<file path="config.mk">
export PLATFORM = sky130hd
export DESIGN_NAME = dir_ctrl
export DESIGN_NICKNAME = d
export VERILOG_FILES = /design/src/rtl/dir_ctrl.sv
export SDC_FILE = /design/constraint.sdc
export NUM_CORES = 1
export LEC_CHECK = 0
export CAP_MARGIN = 20
export CORE_ASPECT_RATIO = 0.9
export CORE_MARGIN = 5
export CORE_UTILIZATION = 25
export DETAILED_ROUTE_END_ITERATION = 10
export PLACE_DENSITY_LB_ADDON = 0.12
export RECOVER_POWER = 50
export SLEW_MARGIN = 30
export SYNTH_ARGS = -nofsm -noshare
export SYNTH_HDL_FRONTEND = slang
export SYNTH_SLANG_ARGS = --single-unit
</file>
<file path="constraint.sdc">
create_clock -name clk -period 1.9 [get_ports clk]
set_input_delay 0.57 -clock clk [delete_from_list [all_inputs] [get_ports clk]]
set_output_delay 0.57 -clock clk [all_outputs]
set_load 0.01 [all_outputs]
</file>
<file path="src/rtl/dir_ctrl.sv">
// Button conditioner for the snake core: synchronise, debounce and edge-detect four
// buttons, filter illegal turns, and commit one legal heading change per move tick.
module dir_ctrl #(
   parameter int DEBOUNCE_CYCLES = 200000,
   parameter bit BTN_ACTIVE_LOW  = 1'b0
) (
   input  logic       clk,
   input  logic       clear_n,
   input  logic [3:0] btn,
   input  logic       mv_tick,
   output logic [1:0] heading,
   output logic [3:0] direction,
   output logic       dir_changed,
   output logic       pending_valid
);

   localparam int CW = $clog2(DEBOUNCE_CYCLES + 1);
   localparam logic [CW-1:0] CNT_LAST = CW'(DEBOUNCE_CYCLES - 1);

   logic [3:0]    btn_pol;
   logic [3:0]    sync1_q, sync2_q;
   logic [3:0]    db_q, db_d;
   logic [3:0]    db_dly_q;
   logic [3:0]    press_q, press_d;
   logic [CW-1:0] cnt_q [4];
   logic [CW-1:0] cnt_d [4];

   logic [1:0]    heading_q, heading_d;
   logic [3:0]    dir_q, dir_d;
   logic          dchg_q, dchg_d;
   logic [1:0]    pend_q, pend_d;
   logic          pv_q, pv_d;

   logic          cand_valid;
   logic [1:0]    cand;
   logic          commit;
   logic [1:0]    head_next;
   logic          accept;

   assign btn_pol = BTN_ACTIVE_LOW ? ~btn : btn;

   // Per-button debounce: db follows sync only after a full run of disagreeing cycles.
   always_comb begin
      db_d = db_q;
      for (int i = 0; i < 4; i++) begin
         cnt_d[i] = cnt_q[i];
         if (sync2_q[i] == db_q[i]) begin
            cnt_d[i] = '0;
         end else if (cnt_q[i] == CNT_LAST) begin
            db_d[i]  = sync2_q[i];
            cnt_d[i] = '0;
         end else begin
            cnt_d[i] = cnt_q[i] + 1'b1;
         end
      end
      press_d = db_q & ~db_dly_q;
   end

   // Fixed press priority: right > left > down > up.
   always_comb begin
      cand_valid = 1'b1;
      cand       = 2'b11;
      if (press_q[3])      cand = 2'b11;
      else if (press_q[0]) cand = 2'b00;
      else if (press_q[1]) cand = 2'b01;
      else if (press_q[2]) cand = 2'b10;
      else                 cand_valid = 1'b0;
   end

   // Legality is judged against the heading that will be in force after this edge,
   // so a tick-coincident press can never reverse the snake in one step.
   always_comb begin
      commit    = mv_tick & pv_q;
      head_next = commit ? pend_q : heading_q;
      accept    = cand_valid && (cand != head_next) && (cand != ~head_next);

      heading_d = head_next;
      dir_d     = 4'b0001 << head_next;
      dchg_d    = commit;
      pend_d    = accept ? cand : pend_q;
      pv_d      = accept | (pv_q & ~commit);
   end

   always_ff @(posedge clk or negedge clear_n) begin
      if (!clear_n) begin
         sync1_q   <= '0;
         sync2_q   <= '0;
         db_q      <= '0;
         db_dly_q  <= '0;
         press_q   <= '0;
         for (int i = 0; i < 4; i++) cnt_q[i] <= '0;
         heading_q <= 2'b11;
         dir_q     <= 4'b1000;
         dchg_q    <= 1'b0;
         pend_q    <= 2'b11;
         pv_q      <= 1'b0;
      end else begin
         sync1_q   <= btn_pol;
         sync2_q   <= sync1_q;
         db_q      <= db_d;
         db_dly_q  <= db_q;
         press_q   <= press_d;
         for (int i = 0; i < 4; i++) cnt_q[i] <= cnt_d[i];
         heading_q <= heading_d;
         dir_q     <= dir_d;
         dchg_q    <= dchg_d;
         pend_q    <= pend_d;
         pv_q      <= pv_d;
      end
   end

   assign heading       = heading_q;
   assign direction     = dir_q;
   assign dir_changed   = dchg_q;
   assign pending_valid = pv_q;

endmodule
</file>
# After elaboration in Yosys (flattened, before gate mapping)
# Index checks and enable logic that the tools add are counted.
[word_totals] regBits=102 output_inout_bits=8 elab_cells=66
[op_classes] add_sub_neg=4 n_eq_ne=10 n_shift=1 mux=17 bitwise=11 reduce_logical=6
[ops] op="2-to-1 mux 18 bit" n=8
[ops] op="adder 18 x 1 -> 18 bit (second input constant)" n=4
[ops] op="== test 18 bit (second input constant)" n=4
[ops] op="2-to-1 mux 2 bit" n=4
[ops] op="AND reduction 2 bit" n=4
[ops] op="2-to-1 mux 1 bit" n=5
[ops] op="NOT 1 bit" n=5
[ops] op="AND 4 bit" n=1
[ops] op="== test 1 bit" n=4
[ops] op="inequality test 2 bit" n=2
[ops] op="NOT 4 bit" n=1
[ops] op="left shift 1 x 2 -> 4 bit (first input constant)" n=1
[ops] op="AND 1 bit" n=2
[ops] op="logical AND 1 bit" n=2
[ops] op="NOT 2 bit" n=1
[ops] op="bitwise OR 1 bit" n=1

# Longest topological paths before layout
# Gate-level depths: netlist of the first run.
[logic_depth] ltp_word=8 ltp_mapped=6 depth_no_buf=5

# Worst setup path before layout of the first run
# Ideal clock, no wire load.
[synth_timing] path_kind="reg2reg" startpoint="register cnt_q[14] (netlist name)" endpoint="register cnt_q[12] (netlist name)" t_arrival_ns=1.954 required_ns=1.781 slack_ns=-0.172 path_stages_with_launch=6 synth_period_minus_slack_ns=2.072 cell_sequence="dfrtp_1 or4b_1 or4_4 o31ai_4 buf_6 nor2_1"
[synth_rtl] element="from (decl)" line_no="25" text="logic [CW-1:0] cnt_q [4];"

==> results of run 1 <==
## how the worst max path moves through the flow
stage | depth (start not counted) | startpoint | endpoint
detailed placement | 5 | cnt_q[13] | cnt_q[16]
global placement | 5 | cnt_q[13] | cnt_q[17]
floorplan | 5 | cnt_q[14] | cnt_q[12]
CTS | 5 | cnt_q[13] | cnt_q[0]
global route | 5 | cnt_q[13] | cnt_q[6]
finish | 5 | cnt_q[13] | cnt_q[14]
## layout make-up
type,count,area share
clock buffer,13,0.0461
clock inverter,3,0.0120
inverter,9,0.00598
multi-input combinational,323,0.365
sequential,102,0.453
tap,245,0.0543
timing repair buffer,42,0.0640
## sequential cells by signal (all words and copies together) (netlist names)
name           count
db_q               4
dir_changed        1
press_q            4
sync1_q            4
direction          4
pending_valid      1
pend_q             2
heading            2
db_dly_q           4
sync2_q            4
cnt_q             72
## worst max-delay path, cell delays in order (launching register included)
cell,delay (ns)
sky130_fd_sc_hd__dfrtp_1,0.37
sky130_fd_sc_hd__or4b_1,0.52
sky130_fd_sc_hd__or4_4,0.46
sky130_fd_sc_hd__o31ai_4,0.27
sky130_fd_sc_hd__buf_4,0.20
sky130_fd_sc_hd__nor2_1,0.04
## logic make-up after synthesis
group           after synthesis
fa+ha+maj                     4
compound gates               36
buf+inv                      23
simple gates                215
xor+xnor                     60
mux                           8
flops                       102
## stage by stage
step | total power [mW] | setup WS, ns | utilization | std cells
detailed placement | 2.49 | -0.0892 | 0.288 | 720
global placement | 2.49 | -0.0799 | 0.288 | 720
global route | 4.65 | -0.128 | 0.307 | 737
finish | 4.46 | -0.0746 | 0.307 | 737
floorplan | 2.36 | -0.155 | - | 448
CTS | 4.58 | -0.0869 | 0.307 | 736
## repair_timing
action	CTS	global route
pin swaps	0	1
gates cloned	0	1
endpoints found under the setup margin	22	19
resized for setup	6	9
## per-layer routing
layer | routed length (um) | part of all wire | up-vias | GRT usage
li1 | - | - | 1652 | -
met1 | 4740 | 0.51 | 1557 | 0.127
met2 | 3980 | 0.43 | 50 | 0.135
met3 | 334 | 0.036 | 11 | 0.0208
met4 | 206 | 0.022 | 0 | 0.0432
met5 | 0 | 0 | - | 0
## power by group through the flow
stage | Sequential, mW | Clock (mW) | Combinational [mW]
final | 2.24 | 2.03 | 0.199
after global routing | 2.24 | 2.18 | 0.230
after CTS | 2.24 | 2.13 | 0.210
after detailed placement | 2.28 | 0 | 0.210
after global placement | 2.28 | 0 | 0.208
after floorplan | 2.28 | 0 | 0.0841
## synth_stat cells, types with 7 or more instances
| cell type | instances | area [um^2] |
|---|---|---|
| sky130_fd_sc_hd__xor2_1 | 41 | 359 |
| sky130_fd_sc_hd__and4_1 | 11 | 96.3 |
| sky130_fd_sc_hd__and2_1 | 7 | 43.8 |
| sky130_fd_sc_hd__o21ai_0 | 16 | 80.1 |
| sky130_fd_sc_hd__xnor2_1 | 19 | 166 |
| sky130_fd_sc_hd__nand3_1 | 28 | 140 |
| sky130_fd_sc_hd__nor4_1 | 7 | 43.8 |
| sky130_fd_sc_hd__dfrtp_1 | 97 | 2430 |
| sky130_fd_sc_hd__nand4_1 | 33 | 206 |
| sky130_fd_sc_hd__nor2_1 | 71 | 267 |
| sky130_fd_sc_hd__nand2_1 | 19 | 71.3 |
| sky130_fd_sc_hd__a21oi_1 | 10 | 50.1 |
| sky130_fd_sc_hd__clkbuf_1 | 10 | 37.5 |
| sky130_fd_sc_hd__inv_1 | 9 | 33.8 |
| sky130_fd_sc_hd__or3_1 | 10 | 62.6 |
==> insert_results.sql, run 1 <==
INSERT INTO impl_metrics (metric_group, metric, value, unit) VALUES
('critical_path', 'path_max_fanout', '5', ''),
('final_layout', 'final-seq-area', '2560', 'um^2'),
('clock_network', 'tritoncts', 'done', ''),
('routing', 'routed-via-count', '3270', ''),
('critical_path', 'critPathKind', 'reg2reg', ''),
('final_layout', 'drive_above_1_share', '0.132', ''),
('routing', 'detail_route.iter0.violations', '144', ''),
('worst_hold_path', 'hp-class', 'in2async', ''),
('synth', 'muxShareOfSynthArea', '0.0185', ''),
('floorplan', 'num_rows', '47', ''),
('placement', 'placedInstanceArea', '5310', 'um^2'),
('clock_network', 'numCtsBuffers', '9', ''),
('timing', 'fmax', '506', 'MHz'),
('clock_network', 'cts.path.max_buffers', '2', ''),
('synth', 'postSynth.topFlopCell', 'sky130_fd_sc_hd__dfrtp_1', ''),
('critical_path', 'r2r-start', 'cnt_q[13]', ''),
('job', 'timing.max_cap.violations', '0', ''),
('critical_path', 'setup.reg_to_reg.worst_slack', '-0.07', 'ns'),
('clock_network', 'insertion_delay', '0.35', 'ns'),
('global_routing', 'number_of_antenna_violations_at_the_first_check_in_global_routing', '0', ''),
('global_routing', 'grt_pass1_wl', '16.0', 'mm'),
('timing', 'timing.final.hold_violations', '0', ''),
('global_routing', 'global_route.overflow_total', '0', ''),
('power', 'worst_ir_drop_vdd', '0.357', 'mV'),
('routing', 'drc_errors', '0', ''),
('timing', 'timing.hold.ws', '0.251', 'ns'),
('global_routing', 'largest_net_degree_at_the_start_of_global_routing', '42', ''),
('synth', 'ys_seq_area_frac', '0.547', ''),
('final_layout', 'layout.cells.most_common_list', 'sky130_fd_sc_hd__dfrtp_1, sky130_fd_sc_hd__nor2_1, sky130_fd_sc_hd__xor2_1', ''),
('final_layout', 'most_common_library_cell_in_the_layout_ignoring_fill_and_taps', 'sky130_fd_sc_hd__dfrtp_1', ''),
('final_layout', 'final_cell_area', '5650', 'um^2'),
('global_routing', 'total_track_usage', '0.0914', ''),
('final_layout', 'n_fill_cell', '1909', ''),
('status', 'outcome', 'complete, but fails checks', ''),
('critical_path', 'timing.critical_path.required', '2.13', 'ns'),
('synth', 'synth_fa_ha_area_frac', '0.0107', ''),
('clock_network', 'holdBufCountCts', '0', ''),
('synth', 'yosysWarnings', '0', ''),
('floorplan', 'die_w', '154', 'um'),
('synth', 'largest_family_of_logic_cells_by_synthesized_area', 'simple AND/OR/NAND/NOR gates', ''),
('critical_path', 'timing.critical_path.arrival', '2.21', 'ns'),
('floorplan', 'i_o_pins', '15', ''),
('timing', 'totalNegativeSetupSlack', '-1.10', 'ns'),
('timing', 'slew-limit-headroom', '0.536', ''),
('critical_path', 'capture_instance_of_the_worst_register_to_register_path', 'cnt_q[14]', ''),
('synth', 'syn_nets', '459', ''),
('power', 'cell_internal_pwr', '3.51', 'mW'),
('clock_network', 'numClockSinks', '102', ''),
('timing', 'finalSetupViolations', '19', ''),
('placement', 'detailedPlacementHpwl', '6.32', 'mm'),
('floorplan', 'fp.dieArea', '21600', 'um^2'),
('critical_path', 'kind_of_launch_point_of_the_worst_setup_path', 'flop', ''),
('floorplan', 'floorplan.initialDensity', '0.254', ''),
('status', 'violations', 'setup timing', ''),
('timing', 'clock_tree_skew_after_final_layout', '0.00546', 'ns'),
('final_layout', 'area_growth_syn_to_layout', '20.8', '%'),
('global_routing', 'vias_in_the_first_global_route', '3235', ''),
('synth', 'cell_area_after_technology_mapping', '4680', 'um^2'),
('synth', 'synth-simple-area-share', '0.243', ''),
('final_layout', 'num-nets-final', '498', ''),
('power', 'p_sw_frac', '0.213', ''),
('power', 'power.sequential.fraction', '0.502', ''),
('final_layout', 'multi_input_gate_area', '2060', 'um^2'),
('synth', 'syn_avg_cell_area', '10.4', 'um^2'),
('timing', 'rsz0062_at_grt', 'true', ''),
('timing', 'timing.final.crit_share', '1.04', ''),
('synth', 'post_synth_xor_area_fraction', '0.112', ''),
('timing', 'setup_slack_after_layout', '-0.0746', 'ns'),
('synth', 'synth-compound-area-share', '0.0479', ''),
('placement', 'place.port_buffers', '14', ''),
('clock_network', 'number_of_levels_in_the_clock_h_tree', '3', '');
Power figures use the tool's default switching activity.
==> run 2: changes to the inputs <==
- CORE_MARGIN: 5 -> 1
- CORE_UTILIZATION: 25 -> 55
==> run 2 against run 1 <==
Against the previous run:
- the flow still finishes with violations (setup timing)
- count of clock-buffer cells in the layout fell by 3
- register-to-register slack about the same
- power decreased by 10%
- clock skew grew 0.0057 ns
- sequential cell count is the same
- maximum frequency is 0.42% lower
- design area shrank 5.1%
- critical path depth stayed put
- via count is 1.6% higher
- sequential share of layout area increased by 2.4 points
- critical path type unchanged
==> insert_results.sql, run 2 (same netlist as run 1, synthesis figures left out) <==
INSERT INTO impl_metrics (metric_group, metric, value, unit) VALUES
('floorplan', 'fp.dieArea', '8880', 'um^2'),
('final_layout', 'most_common_library_cell_in_the_layout_ignoring_fill_and_taps', 'sky130_fd_sc_hd__dfrtp_1', ''),
('clock_network', 'clock_tree.root_cell', 'sky130_fd_sc_hd__clkbuf_8', ''),
('power', 'worst_ir_drop_vdd', '0.448', 'mV'),
('floorplan', 'floorplan.initialDensity', '0.574', ''),
('global_routing', 'global_route.overflow_total', '0', ''),
('critical_path', 'critPathKind', 'reg2reg', ''),
('status', 'violations', 'setup timing', ''),
('job', 'timing.max_cap.violations', '0', ''),
('final_layout', 'layout.cells.most_common_list', 'sky130_fd_sc_hd__dfrtp_1, sky130_fd_sc_hd__nor2_1, sky130_fd_sc_hd__xor2_1', ''),
('worst_hold_path', 'hold_end', 'sync2_q[1]', ''),
('critical_path', 'crit_slowest_cell', 'sky130_fd_sc_hd__or4b_1', ''),
('routing', 'routed-via-count', '3322', ''),
('timing', 'fmax', '504', 'MHz'),
('timing', 'tightest_slew', '1.49', 'ns'),
('status', 'outcome', 'complete, but fails checks', ''),
('critical_path', 'worstPathCellList', 'or4b_1 > or4_4 > o31ai_4 > buf_6 > a21oi_1', ''),
('floorplan', 'i_o_pins', '15', ''),
('critical_path', 'r2r-start', 'cnt_q[13]', ''),
('placement', 'gp_congestion', '0.838', ''),
('clock_network', 'cts.path.max_buffers', '2', ''),
('timing', 'finalMaxSlewViolations', '0', ''),
('routing', 'avgViaCountPerCell', '5.63', ''),
('timing', 'timing.final.crit_share', '1.04', ''),
('power', 'power_per_cell_area', '749', 'nW/um^2'),
('critical_path', 'kind_of_launch_point_of_the_worst_setup_path', 'flop', ''),
('final_layout', 'drive_above_1_share', '0.130', ''),
('critical_path', 'setup.reg_to_reg.worst_slack', '-0.08', 'ns'),
('clock_network', 'tritoncts', 'done', ''),
('worst_hold_path', 'hp-class', 'reg2reg', ''),
('final_layout', 'final_cell_count_no_fill', '590', ''),
('final_layout', 'n_fill_cell', '630', ''),
('timing', 'slew-limit-headroom', '0.00406', ''),
('floorplan', 'design.core.area', '8150', 'um^2'),
('floorplan', 'floorplan.die.height', '89.5', 'um'),
('floorplan', 'num_rows', '31', ''),
('critical_path', 'cpLargestDelayFamily', 'simple AND/OR/NAND/NOR gates', ''),
('global_routing', 'number_of_antenna_violations_at_the_first_check_in_global_routing', '0', ''),
('clock_network', 'clkTransAtPathRegs', '0.09', 'ns'),
('final_layout', 'n_antenna_cell', '0', ''),
('routing', 'totalWireLength', '8.25', 'mm'),
('clock_network', 'number_of_levels_in_the_clock_h_tree', '3', ''),
('critical_path', 'critPathMaxStageDelay', '0.53', 'ns'),
('power', 'p_leak', '2.32', 'nW'),
('routing', 'wire_per_inst', '14.0', 'um'),
('global_routing', 'largest_net_degree_at_the_start_of_global_routing', '63', ''),
('timing', 'finalSetupViolations', '19', ''),
('final_layout', 'largest_register_ffs', '72', ''),
('placement', 'detailedPlacementHpwl', '5.66', 'mm'),
('timing', 'timing.final.hold_violations', '0', ''),
('critical_path', 'critical_path_buf_inv_count', '1', ''),
('critical_path', 'path_max_fanout', '5', ''),
('routing', 'drc_errors', '0', ''),
('worst_hold_path', 'worstHoldPathCells', '0', ''),
('routing', 'firstDrtPassIters', '5', ''),
('timing', 'clock_tree_skew_after_final_layout', '0.0112', 'ns'),
('critical_path', 'timing.critical_path.required', '2.14', 'ns'),
('placement', 'post-place-ws', '-0.110', 'ns'),
('placement', 'placed_cells_incl_taps', '574', ''),
('global_routing', 'vias_in_the_first_global_route', '3173', ''),
('final_layout', 'num-nets-final', '498', ''),
('floorplan', 'die_w', '99.2', 'um'),
('routing', 'detail_route.iter0.violations', '107', ''),
('global_routing', 'grt_pass1_wl', '14.2', 'mm'),
('critical_path', 'critical_path.endpoint_type', 'flop', ''),
('final_layout', 'finish.utilization', '0.658', ''),
('critical_path', 'capture_instance_of_the_worst_register_to_register_path', 'cnt_q[17]', ''),
('timing', 'totalNegativeSetupSlack', '-1.33', 'ns'),
('critical_path', 'timing.critical_path.arrival', '2.23', 'ns'),
('critical_path', 'ff2ff_path_depth', '5', ''),
('global_routing', 'total_track_usage', '0.205', ''),
('placement', 'place.port_buffers', '14', ''),
('timing', 'layout_min_cycle_time', '1.98', 'ns'),
('final_layout', 'area_growth_syn_to_layout', '14.6', '%'),
('clock_network', 'insertion_delay', '0.35', 'ns'),
('routing', 'post_detailed_route_count_of_antenna_violating_nets', '0', ''),
('timing', 'rsz0062_at_grt', 'true', ''),
('clock_network', 'numCtsBuffers', '9', ''),
('clock_network', 'numClockSinks', '102', ''),
('clock_network', 'cts_setup_buffers', '0', ''),
('timing', 'setup_slack_after_layout', '-0.0828', 'ns'),
('final_layout', 'largest_register', 'cnt_q', ''),
('worst_hold_path', 'hold_start', 'sync1_q[1]', '');
## run 2: cell types whose count changed in the layout (fill, tap and decap cells not counted), moves of 2 or more
cell and delta:
sky130_fd_sc_hd__clkbuf_8 +7, sky130_fd_sc_hd__a21oi_2 -2, sky130_fd_sc_hd__clkbuf_4 -2, sky130_fd_sc_hd__clkbuf_16 -9, sky130_fd_sc_hd__clkdlybuf4s50_1 +3, sky130_fd_sc_hd__dlygate4sd3_1 -4, sky130_fd_sc_hd__a21oi_1 +2
## run 2: worst reg2reg max path: stages, from the launching register on
cell                      delay [ns]
sky130_fd_sc_hd__dfrtp_1        0.38
sky130_fd_sc_hd__or4b_1         0.53
sky130_fd_sc_hd__or4_4          0.46
sky130_fd_sc_hd__o31ai_4        0.26
sky130_fd_sc_hd__buf_6          0.18
sky130_fd_sc_hd__a21oi_1        0.05
## run 2: worst max-delay path by stage
stage	slack, ns	cells after the start	from	end
6_report	-0.08	5	cnt_q[13]	cnt_q[17]
5_1_grt	-0.14	5	cnt_q[13]	cnt_q[15]
4_1_cts	-0.12	4	cnt_q[13]	db_q[3]
3_5_place_dp	-0.11	4	cnt_q[13]	db_q[3]
3_3_place_gp	-0.06	4	cnt_q[13]	db_q[3]
2_1_floorplan	-0.16	5	cnt_q[14]	cnt_q[12]
## run 2: metrics by stage
step / area [um^2] / power (mW) / hold slack (ns)
6_report: 5360 / 4.02 / 0.356
5_1_grt: 5360 / 4.18 / 0.361
4_1_cts: 5350 / 4.08 / 0.177
3_5_place_dp: 5110 / 2.48 / 0.336
3_3_place_gp: 5110 / 2.47 / 0.332
2_1_floorplan: 4690 / 2.36 / 0.274
## run 2: area by class of cell
class                   count  area (um^2)  area share
flip-flops and latches    102         2560       0.477
multi-input cells         323         2070       0.385
repair buffers             42          345      0.0644
clock buffers              10          128      0.0238
well taps                  99          124      0.0231
clock inverters             5          106      0.0198
inverters                   9         33.8     0.00630
## run 2: routing by layer
layer  global-route usage  wire, um  vias to the layer above
li1                     -         -                     1655
met1                0.281      4070                     1609
met2                0.324      3860                       50
met3               0.0469       249                        8
met4               0.0722        72                        0
met5                    0         0                        -
## run 2: where the power goes
part | total, mW | internal, mW | switching [mW] | leakage, nW
Combinational | 0.191 | 0.0738 | 0.117 | 0.834
Sequential | 2.24 | 2.21 | 0.0306 | 1.37
Clock | 1.59 | 0.873 | 0.715 | 0.113
## run 2: what timing repair did
action	in CTS	in global routing
gates cloned	0	1
pin swaps	5	1
hold buffers	0	0
endpoints found under the setup margin	22	21
resized for setup	6	11
